File: src/rtl/tictactoe_pkg.sv
// Shared types for the tic-tac-toe judge: cell marks, winner codes, FSM states
// and the table of the eight lines that are scanned in order.
package tictactoe_pkg;

  typedef enum logic [1:0] {
    EMPTY   = 2'b00,
    PLAYER2 = 2'b10,
    PLAYER1 = 2'b11
  } cellStateType;

  localparam logic [1:0] WIN_NONE = 2'b00;
  localparam logic [1:0] WIN_TIE  = 2'b01;
  localparam logic [1:0] WIN_P2   = 2'b10;
  localparam logic [1:0] WIN_P1   = 2'b11;

  typedef enum logic [1:0] {IDLE, SCAN, DONE} judge_state_t;

  // LINES[idx][k] is the k-th cell of line idx: rows, then columns, then diagonals.
  localparam logic [7:0][2:0][3:0] LINES = {
    {4'd6, 4'd4, 4'd2},
    {4'd8, 4'd4, 4'd0},
    {4'd8, 4'd5, 4'd2},
    {4'd7, 4'd4, 4'd1},
    {4'd6, 4'd3, 4'd0},
    {4'd8, 4'd7, 4'd6},
    {4'd5, 4'd4, 4'd3},
    {4'd2, 4'd1, 4'd0}
  };

  function automatic logic [1:0] cell_at(logic [17:0] b, logic [3:0] i);
    return b[{i, 1'b0} +: 2];
  endfunction

endpackage

File: src/rtl/line_eval.sv
// Judges one line of three cells: a win needs three equal, non-empty marks.
module line_eval
  import tictactoe_pkg::*;
(
  input  logic [1:0] a,
  input  logic [1:0] b,
  input  logic [1:0] c,
  output logic       win,
  output logic [1:0] code
);

  assign win  = (a != EMPTY) && (a == b) && (b == c);
  assign code = win ? a : WIN_NONE;

endmodule

File: src/rtl/board_judge.sv
// Tic-tac-toe board register and judge: accepts one mark while idle, then scans
// the eight lines one per cycle to decide a win, a tie, or to keep playing.
module board_judge
  import tictactoe_pkg::*;
(
  input  logic        ph1,
  input  logic        reset,
  input  logic [3:0]  addr,
  input  logic [1:0]  cellState,
  output logic [17:0] gBoard,
  output logic        gameIsDone,
  output logic [1:0]  winner,
  output logic        writeAck,
  output logic        writeNack,
  output logic        busy
);

  judge_state_t state;
  logic [2:0]   idx;
  logic         req, cell_free, full, lwin;
  logic [1:0]   ca, cb, cc, lcode;
  logic [3:0]   sel;

  assign req       = (addr <= 4'd8) && (cellState != EMPTY);
  assign sel       = req ? addr : 4'd0;
  assign cell_free = (cell_at(gBoard, sel) == EMPTY);
  assign busy      = (state != IDLE);

  assign ca = cell_at(gBoard, LINES[idx][0]);
  assign cb = cell_at(gBoard, LINES[idx][1]);
  assign cc = cell_at(gBoard, LINES[idx][2]);

  always_comb begin
    full = 1'b1;
    for (int i = 0; i < 9; i++)
      if (cell_at(gBoard, 4'(i)) == EMPTY) full = 1'b0;
  end

  line_eval u_line (.a(ca), .b(cb), .c(cc), .win(lwin), .code(lcode));

  always_ff @(posedge ph1) begin
    if (!reset) begin
      state      <= IDLE;
      idx        <= 3'd0;
      gBoard     <= '0;
      winner     <= WIN_NONE;
      gameIsDone <= 1'b0;
      writeAck   <= 1'b0;
      writeNack  <= 1'b0;
    end else begin
      writeAck  <= 1'b0;
      writeNack <= 1'b0;
      case (state)
        IDLE: begin
          if (req) begin
            if (cell_free) begin
              gBoard[{sel, 1'b0} +: 2] <= cellState;
              writeAck <= 1'b1;
              idx      <= 3'd0;
              state    <= SCAN;
            end else begin
              writeNack <= 1'b1;
            end
          end
        end
        SCAN: begin
          writeNack <= req;
          // A completed line outranks a full board, so win is checked first.
          if (lwin) begin
            winner     <= lcode;
            gameIsDone <= 1'b1;
            state      <= DONE;
          end else if (idx == 3'd7) begin
            if (full) begin
              winner     <= WIN_TIE;
              gameIsDone <= 1'b1;
              state      <= DONE;
            end else begin
              winner <= WIN_NONE;
              state  <= IDLE;
            end
          end else begin
            idx <= idx + 3'd1;
          end
        end
        DONE: writeNack <= req;
        default: state <= IDLE;
      endcase
    end
  end

endmodule
File: config.mk
export PLATFORM = sky130hd
export DESIGN_NAME = board_judge
export DESIGN_NICKNAME = d
export VERILOG_FILES = /design/src/rtl/tictactoe_pkg.sv /design/src/rtl/line_eval.sv /design/src/rtl/board_judge.sv
export SDC_FILE = /design/constraint.sdc
export NUM_CORES = 1
export LEC_CHECK = 0
export CORE_UTILIZATION = 50
export DETAILED_ROUTE_END_ITERATION = 10
export GPL_TIMING_DRIVEN = 0
export PLACE_DENSITY = 0.73
export SLEW_MARGIN = 20
export SYNTH_ARGS = -nofsm -noshare
export SYNTH_HDL_FRONTEND = slang
export SYNTH_SLANG_ARGS = --single-unit
File: constraint.sdc
create_clock -name ph1 -period 4.6 [get_ports ph1]
set_input_delay 0.69 -clock ph1 [delete_from_list [all_inputs] [get_ports ph1]]
set_output_delay 0.69 -clock ph1 [all_outputs]
set_load 0.02 [all_outputs]
== Word level (Yosys, flattened, before mapping) ==
Memory sizes are Yosys's and may differ from the RTL's. A register that Yosys moved wholly into a read port is not among the register bits.
Cells that the tools add are included.

* Add/sub/neg operators: 2
* Order comparisons: 2
* Equal/unequal tests: 10
* Shift-type cells: 6
* Muxes and demuxes: 35
* Bitwise operators: 1
* Reductions and logical operators: 27

{| class="wikitable"
|+ Operators with widths
! cell !! count
|-
| $shiftx 18x6->2 || 4
|-
| $logic_not 2->1 || 11
|-
| $bwmux 18 || 1
|-
| $mux 3 || 6
|-
| $shift 2x7->18 const A || 1
|-
| $shiftx 2x7->18 || 1
|-
| $mux 1 || 16
|-
| $mux 2 || 7
|-
| $mux 12 || 1
|-
| $reduce_bool 2->1 || 6
|-
| $reduce_and 3->1 || 3
|-
| $ne 2x2->1 const B || 4
|-
| $neg 5->7 || 1
|-
| $pmux 2 s3 || 1
|-
| $pmux 3 s2 || 1
|-
| $reduce_and 5->1 || 1
|-
| $eq 2x2->1 || 2
|-
| $le 4x4->1 const B || 1
|-
| $lt 3x4->1 const B || 1
|-
| $mux 4 || 1
|-
| $reduce_and 4->1 || 1
|-
| $add 3x1->3 const B || 1
|-
| $eq 3x3->1 const B || 1
|-
| $logic_and 1x1->1 || 3
|-
| other kinds (7) || 7
|}

* Register bits after elaboration: 28
* Bits in read-only memories: 96
* Input bits: 8
* Logic and storage cells: 91
* Memories kept: 1

{| class="wikitable"
|+ Memory list
! name !! depth !! bits a word !! read ports !! clocked after Yosys merged registers in !! wr ports !! RTL line !! text
|-
| (name not given) || 8 || 12 || 1 || 1 || 0 || board_judge.sv:31 || <nowiki>assign cc = cell_at(gBoard, LINES[idx][2]);</nowiki>
|}

== Depth between registers and ports, before layout ==
Gate-level depths: netlist of the first run.

* Depth in word-level cells: 14
* Mapped depth: 14
* Gate-level depth less buffers: 13

== Cells and area by module ==
A second synthesis of the first run with hierarchy kept.

* Cell total of the unflattened synthesis: 267
* Area, all modules: 2,527.4 um^2

{| class="wikitable"
|+ By module, submodules not included
! module !! times used !! cells each !! area an instance (um^2) !! sequential area each (um^2)
|-
| board_judge || 1 || 260 || 2,483.6 || 740.7
|-
| line_eval || 1 || 7 || 43.8 || 0.0
|}

== Least setup slack after synthesis of the first run ==
OpenSTA, ideal clock, no wires.

* Kind: input-to-reg
* Start point: input port addr[3]
* End point: register (tool-made name)
* Library setup time: 0.128 ns
* Data arrival time: 3.337 ns
* Required time: 4.472 ns
* Slack: 1.136 ns
* Cell stages on the path: 13
* Path buffers: 1
* Cells stage by stage: buf_2 o21ba_2 and3_1 o21a_1 o221ai_1 nand3_1 and2_2 mux2_2 and2_1 ha_1 mux2_2 a22oi_1 nor2_1

{| class="wikitable"
|+ RTL lines
! what !! RTL line !! text
|-
| from (decl) || board_judge.sv:8 || <nowiki>input logic [3:0] addr,</nowiki>
|}

==> metrics.cfg, run 1 <==
[clock_network]
cts_buffers = 5
cts_tree = done
cts_resized = 0
clock_latency_ps = 290
h-tree-depth = 2
cts_sinks = 37
cts.root.buffer_cell = clkbuf_8
hold_buffers = 0
cts.path.max_buffers = 2
clk_pin_slew_worst_paths_ps = 80
cts_setup_buffers = 0

[drt]
drt_iter0_drc = 138
wl_um = 6520
antenna_left = 0
vias = 2290
wire_per_inst_um = 16.5
route.detailed.drc = 0
vias_per_cell = 5.78
dr.pass1.iters = 4

[global_route]
grt_pass1_vias = 2068
grt_overflow = 0
grt_max_degree = 14
antenna_found_initial = 0
grt_use_total_pct = 25.9
grt_first_pass_wirelength_um = 10300

[worst_setup_path]
cp.depth = 13
path_delay_family = compound AO/OA/AOI/OAI gates
end_kind = flop
crit_path_top_delay_cell = clkdlybuf4s50_1
critPathBufInv = 1
crit_path_start_kind = input pin
worstPathCellList = clkdlybuf4s50_1, o21ba_2, and3_1, o21a_1, o221ai_1, nand3_1, and2_2, mux2_2, and2_1, ha_1, mux2_2, a22oi_1, nor2_1
path_max_fanout = 8
critPathLaunch = cellState[0]
crit_top_cell = mux2_2
critPathKind = input pin to flop
r2r_cells = 13
regToRegSetupSlack_ps = 990
slowest_delay_ps = 560
arrival_ps = 4230
cp.required_ps = 4760

[power_and_ir_drop]
power_density_nw_per_um2 = 329
leakage_nw = 1.18
pwr-share-seq_pct = 37.8
power.share.switching_pct = 33.9
power.switching_mw = 0.338
vdd_ir_drop_max_uv = 171
fin_total_pwr_mw = 0.995
p_comb_share_pct = 33.2
intPower_mw = 0.657
clock_power_share_pct = 29.0

[yosys]
synth_common_cells = 37 x dfxtp_1, 35 x nand2_1, 31 x nor2_1
synth_cell_types = 49
async_flop_share_pct = 0
synthesis.instances = 292
synth_top_area_cell = dfxtp_1
yosysTopAreaCellShare_pct = 29.3
syn_avg_cell_area_um2 = 8.66
netlist_top_cells_area = dfxtp_1 29%, ha_1 7.4%, mux2i_1 6.3%, nand2_1 5.2%, nor2_1 4.6%
synth-edff-count = 0
synth_most_common_cell = dfxtp_1
yosys_register_bits = 37
synth_area_um2 = 2530
synth-main-ff-cell = dfxtp_1
synth-warning-count = 0
mappedNetlistNets = 315
yosysSeqAreaShare_pct = 29.3

[sta]
tns_ps = 0
setup_viol_count_final = 0
worst_pin_slew_ps = 720
grt_setup_unrepaired = false
fmax_mhz = 246
post-route-min-period_ps = 4070
hold_viol_final = 0
clock-skew-final_ps = 9.98
drv_slew = 0
slew_headroom_pct = 51.9
finalCritPeriodShare_pct = 88.4

[die]
ios = 32
die_w_um = 73.1
dieArea_um2 = 5350
start_util_pct = 52.9
core.rowCount = 25
fp.coreArea_um2 = 4790
die_height_um = 73.1

[hold_path]
hold_path.class = flop to flop
hold_depth = 2

[run]
max_cap_violations = 0

[finish]
antennaDiodeCount = 0
fin_util_pct = 63.1
drive_gt1_share_pct = 10.9
syn_to_final_growth_pct = 19.3
final_net_count = 351

[place]
gp_congestion = 0.884
portBuffers = 29
dp_hpwl_um = 4800

[status]
status = finished, final reports clean

## how the worst min path moves through the flow
stage	start	endpoint
after floorplan	idx[1]	flop
after global placement	gameIsDone	gameIsDone
after detailed placement	gameIsDone	gameIsDone
after CTS	winner[1]	winner[1]
after global routing	idx[1]	flop
final	gameIsDone	gameIsDone
## cell usage in the layout, fill, tap and decap left out, types with 6 or more instances in the layout
master,instances
nor2_1,31
dfxtp_1,37
ha_1,15
inv_1,15
a21oi_1,20
clkdlybuf4s50_1,29
mux2i_1,16
and2_1,12
nand2_1,35
nand3_1,20
mux2_2,8
nor3_1,6
## cells by family (layout without fill, tap and decap cells)
logic type	Yosys count	count (layout)	synth area share, %
and+or+nand+nor	130	130	25.4
AOI/OAI and AO/OA	50	50	14.4
DFF	37	37	29.3
muxes	34	34	18.8
buffers and inverters	24	61	4.01
adders and majority gates	15	15	7.42
xor gates and xnor gates	2	2	0.693
## worst register-to-register path: cells and delay by family, from the launching register on
kind / cells / cell delay (ps)
AOI/OAI and AO/OA: 3 / 690
adders and majority gates: 1 / 280
buffers and inverters: 1 / 140
DFF: 1 / 330
muxes: 4 / 1550
and+or+nand+nor: 4 / 510
## layout make-up
class                      count  area, µm²
sequential                    37        741
clock buffer                   5       68.8
multi-input combinational    231       1690
clock inverter                 3       46.3
inverter                      15       56.3
tap                           67       83.8
timing repair buffer          29        290
fill                         428       1770
buffer                         9       45.0
## stage by stage
stage	cell area (µm²)	hold WS (ps)	cells	setup slack (ps)
finish	3020	476	396	532
global route	3020	528	396	386
CTS	3020	488	396	562
detailed placement	2900	459	388	272
global placement	2900	457	388	305
floorplan	2530	477	292	1140
## metal layers
layer | GRT usage (%) | wire [µm] | up-vias
li1 | - | - | 1125
met1 | 35.5 | 3020 | 1084
met2 | 41.3 | 3070 | 68
met3 | 3.73 | 306 | 13
met4 | 9.80 | 125 | 0
met5 | 0 | 0 | -
## power by group through the flow
| stage | clock network (mW) | registers, mW | logic [mW] |
|---|---|---|---|
| floorplan | 0 | 0.383 | 0.245 |
| global placement | 0 | 0.383 | 0.321 |
| global route | 0.309 | 0.380 | 0.363 |
| finish | 0.289 | 0.376 | 0.330 |
| detailed placement | 0 | 0.384 | 0.328 |
| CTS | 0.295 | 0.376 | 0.330 |
Power figures use the tool's default switching activity.
==> run 2: changes to the inputs <==
--- a/config.mk
+++ b/config.mk
@@ -6,10 +6,11 @@
 export NUM_CORES = 1
 export LEC_CHECK = 0
 export CORE_UTILIZATION = 50
+export CTS_BUF_LIST = sky130_fd_sc_hd__clkbuf_4
 export DETAILED_ROUTE_END_ITERATION = 10
 export GPL_TIMING_DRIVEN = 0
 export PLACE_DENSITY = 0.73
-export SLEW_MARGIN = 20
+export SLEW_MARGIN = 40
 export SYNTH_ARGS = -nofsm -noshare
 export SYNTH_HDL_FRONTEND = slang
 export SYNTH_SLANG_ARGS = --single-unit
==> constraint.sdc (replaced) <==
create_clock -name ph1 -period 5.1 [get_ports ph1]
set_input_delay 0.765 -clock ph1 [delete_from_list [all_inputs] [get_ports ph1]]
set_output_delay 0.765 -clock ph1 [all_outputs]
set_load 0.02 [all_outputs]
==> metrics.cfg, run 2 (synthesized netlist as in run 1, its figures left out) <==
[drt]
antenna_left = 0
dr.pass1.iters = 4
wire_per_inst_um = 16.4
vias = 2274
route.detailed.drc = 0
vias_per_cell = 5.74
wl_um = 6500
drt_iter0_drc = 125

[worst_setup_path]
slowest_delay_ps = 560
path_max_fanout = 8
regToRegSetupSlack_ps = 1490
cp.required_ps = 5320
r2r_cells = 13
crit_path_top_delay_cell = clkdlybuf4s50_1
crit_path_start_kind = input pin
worstPathCellList = clkdlybuf4s50_1, o21ba_2, and3_1, o21a_1, o221ai_1, nand3_1, and2_2, mux2_2, and2_1, ha_1, mux2_2, a22oi_1, nor2_1
crit_top_cell = mux2_2
arrival_ps = 4320
critPathKind = input pin to flop
end_kind = flop
critPathLaunch = cellState[0]

[die]
ios = 32
die_height_um = 73.1
fp.coreArea_um2 = 4790
core.rowCount = 25
dieArea_um2 = 5350
start_util_pct = 52.9
die_w_um = 73.1

[power_and_ir_drop]
power.switching_mw = 0.299
intPower_mw = 0.550
power_density_nw_per_um2 = 284
pwr-share-seq_pct = 39.9
clock_power_share_pct = 24.9
vdd_ir_drop_max_uv = 180
power.share.switching_pct = 35.2
p_comb_share_pct = 35.2
leakage_nw = 1.17

[place]
portBuffers = 29
gp_congestion = 0.884
dp_hpwl_um = 4800
placed_cells = 388

[sta]
finalCritPeriodShare_pct = 80.3
drv_slew = 0
grt_setup_unrepaired = false
clock-skew-final_ps = 12.3
setup_viol_count_final = 0
worst_pin_slew_ps = 734
post-route-min-period_ps = 4090
fmax_mhz = 244
hold_viol_final = 0
timing.hold.ws_ps = 486
slew_headroom_pct = 50.9
tns_ps = 0

[finish]
drive_gt1_share_pct = 10.9
final_common_cell = dfxtp_1
antennaDiodeCount = 0
layout_common_cells = 37 x dfxtp_1, 35 x nand2_1, 31 x nor2_1
final_cell_count_no_fill = 396
syn_to_final_growth_pct = 18.1
final_net_count = 351
fin_util_pct = 62.4

[run]
max_cap_violations = 0

[clock_network]
h-tree-depth = 2
cts_resized = 0
cts_sinks = 37
clk_pin_slew_worst_paths_ps = 120
cts.root.buffer_cell = clkbuf_4
cts.path.max_buffers = 2
cts_buffers = 5
hold_buffers = 0
clock_latency_ps = 350
cts_setup_buffers = 0
cts_tree = done

[global_route]
grt_first_pass_wirelength_um = 10300
grt_max_degree = 14
antenna_found_initial = 0
grt_use_total_pct = 26.1
grt_pass1_vias = 2060
grt_overflow = 0

[status]
status = finished, final reports clean

[hold_path]
hold_path.class = flop to flop

==> run 2: cell counts in the layout (fill, tap and decap cells not counted) <==
Identical to the previous run, type by type.
==> run 2: worst min path at each step <==
stage                          start    endpoint  slack, ps  cells after the start
after global placement    gameIsDone  gameIsDone        460                      2
final                     gameIsDone  gameIsDone        490                      2
after global routing          idx[1]        flop        530                      2
after detailed placement  gameIsDone  gameIsDone        460                      2
after CTS                  winner[1]   winner[1]        490                      2
after floorplan               idx[1]        flop        480                      2
==> run 2: power groups by stage <==
stage / Combinational (mW) / Sequential (mW) / Clock (mW)
2_1_floorplan: 0.221 / 0.346 / 0
3_3_place_gp: 0.289 / 0.345 / 0
3_5_place_dp: 0.296 / 0.346 / 0
4_1_cts: 0.297 / 0.339 / 0.218
5_1_grt: 0.327 / 0.343 / 0.232
6_report: 0.299 / 0.339 / 0.212
==> run 2: final cells by class <==
cell class	instances	area (µm²)
Buffer	9	45.0
Clock buffer	5	37.5
Clock inverter	3	46.3
Fill cell	435	1800
Inverter	15	56.3
Multi-Input combinational cell	231	1690
Sequential cell	37	741
Tap cell	67	83.8
Timing Repair Buffer	29	290
==> run 2: stage by stage <==
stage	area, µm²	power, mW	setup WS [ps]
after global placement	2900	0.634	730
final	2990	0.849	1010
after floorplan	2530	0.566	1560
after detailed placement	2900	0.642	697
after CTS	2990	0.855	1050
after global routing	2990	0.903	889
==> run 2: critical path: cells and delay by family <==
kind                     cells  cell delay (ps)
buffers and inverters        1              560
AO/OA/AOI/OAI                4             1160
adder cells (fa/ha/maj)      1              310
AND/OR/NAND/NOR              5              940
multiplexers                 2              590
==> run 2: per-layer routing <==
metal | part of all wire (%) | global-route usage [%]
met1 | 45 | 35.5
met2 | 46 | 41.2
met3 | 6.4 | 4.42
met4 | 2.2 | 9.80
met5 | 0 | 0
==> run 3: changes to the inputs <==
==> constraint.sdc (replaced) <==
create_clock -name ph1 -period 3.91 [get_ports ph1]
set_input_delay 0.5865 -clock ph1 [delete_from_list [all_inputs] [get_ports ph1]]
set_output_delay 0.5865 -clock ph1 [all_outputs]
set_load 0.02 [all_outputs]
==> metrics.cfg, run 3 (synthesized netlist as in run 1, its figures left out) <==
[worst_setup_path]
r2r_cells = 13
cp.required_ps = 4130
critPathKind = input pin to flop
crit_path_top_delay_cell = clkdlybuf4s50_1
worstPathCellList = clkdlybuf4s50_1, o21ba_2, and3_1, o21a_1, o221ai_2, nand3_1, and2_2, mux2_2, and2_1, ha_1, mux2_2, a22oi_1, nor2_1
regToRegSetupSlack_ps = 290
crit_top_cell = mux2_2
crit_path_start_kind = input pin
slowest_delay_ps = 570
arrival_ps = 4010
end_kind = flop
path_max_fanout = 8

[sta]
hold_viol_final = 0
drv_slew = 0
grt_setup_unrepaired = false
setup_viol_count_final = 0
post-route-min-period_ps = 3780
timing.hold.ws_ps = 487
worst_pin_slew_ps = 735
fmax_mhz = 264
finalCritPeriodShare_pct = 96.7
setup_slack_ps = 127
clock-skew-final_ps = 13.2
slew_headroom_pct = 50.9

[finish]
fillers = 436
drive_gt1_share_pct = 11.2
final_common_cell = dfxtp_1
antennaDiodeCount = 0
layout_common_cells = 37 x dfxtp_1, 35 x nand2_1, 31 x nor2_1
syn_to_final_growth_pct = 18.3
multi_input_area_um2 = 1690
final_cell_count_no_fill = 396
ff_latch_area_um2 = 741
final_net_count = 351

[drt]
route.detailed.drc = 0
vias_per_cell = 5.70
antenna_left = 0
wire_per_inst_um = 16.4
vias = 2257
dr.pass1.iters = 4
wl_um = 6510
drt_iter0_drc = 131

[power_and_ir_drop]
power.switching_mw = 0.391
clock_power_share_pct = 25.1
intPower_mw = 0.718
power_density_nw_per_um2 = 371
leakage_nw = 1.17
p_comb_share_pct = 35.1
pwr-share-seq_pct = 39.8
vdd_ir_drop_max_uv = 240
power.share.switching_pct = 35.3

[die]
die_height_um = 73.1
dieArea_um2 = 5350
fp.coreArea_um2 = 4790
core.rowCount = 25
die_w_um = 73.1
ios = 32
start_util_pct = 52.9

[global_route]
grt_use_total_pct = 26.1
grt_first_pass_wirelength_um = 10300
grt_overflow = 0
antenna_found_initial = 0
grt_pass1_vias = 2060
grt_max_degree = 14

[place]
dp_slack_ps = -314
portBuffers = 29
placed_cells = 388
gp_congestion = 0.884
dp_hpwl_um = 4800

[hold_path]
hp-start = gameIsDone
whs_endpoint = gameIsDone
hold_path.class = flop to flop
hold_depth = 2

[clock_network]
clock_latency_ps = 360
clk_pin_slew_worst_paths_ps = 130
hold_buffers = 0
cts.root.buffer_cell = clkbuf_4
cts_tree = done
cts_buffers = 5
cts_sinks = 37
cts.path.max_buffers = 2
h-tree-depth = 2

[run]
max_cap_violations = 0

[status]
status = finished, final reports clean

-- run 3: cell counts in the layout (fill, tap and decap cells not counted) --
Identical to the previous run, type by type.
-- run 3: area by class of cell --
| type | count | share of cell area [%] |
|---|---|---|
| clock buffer | 5 | 1.25 |
| tap | 67 | 2.80 |
| timing repair buffer | 29 | 9.69 |
| buffer | 9 | 1.50 |
| multi-input combinational | 231 | 56.6 |
| sequential | 37 | 24.7 |
| inverter | 15 | 1.88 |
| clock inverter | 3 | 1.55 |
-- run 3: worst max-delay path by stage --
stage / startpoint / end / slack [ps] / depth (start not counted)
after CTS: cellState[1] / flop / 40 / 13
final: cellState[1] / flop / 130 / 13
after floorplan: addr[3] / flop / 550 / 13
after detailed placement: cellState[0] / flop / -310 / 13
after global routing: cellState[0] / flop / 40 / 13
after global placement: cellState[1] / flop / -280 / 13
-- run 3: power groups by stage --
stage / registers [mW] / logic (mW) / clock network, mW
final: 0.442 / 0.390 / 0.278
after global routing: 0.448 / 0.428 / 0.303
after CTS: 0.442 / 0.387 / 0.285
after detailed placement: 0.451 / 0.386 / 0
after global placement: 0.450 / 0.377 / 0
after floorplan: 0.451 / 0.288 / 0
-- run 3: worst max-delay path, delay by kind of cell --
family                   cells  cell delay [ps]
AO/OA/AOI/OAI                4             1050
adder cells (fa/ha/maj)      1              310
buffers and inverters        1              570
multiplexers                 2              590
AND/OR/NAND/NOR              5              900
-- run 3: layer usage --
metal | part of all wire [%] | global-route usage (%)
met5 | 0 | 0
met4 | 2.1 | 9.80
met3 | 5.9 | 4.42
met2 | 47 | 41.2
met1 | 45 | 35.5
-- run 3: timing repair --
item | CTS | global route
resized for setup | 0 | 1
setup endpoints to repair | 0 | 1
setup buffers | 0 | 0
-- run 3: stage by stage --
stage / power [mW] / area [µm²] / utilization, % / setup TNS, ps
2_1_floorplan: 0.739 / 2530 / - / 0
3_3_place_gp: 0.827 / 2900 / 60.7 / -427
3_5_place_dp: 0.837 / 2900 / 60.7 / -479
4_1_cts: 1.11 / 2990 / 62.4 / 0
5_1_grt: 1.18 / 2990 / 62.6 / 0
6_report: 1.11 / 2990 / 62.6 / 0
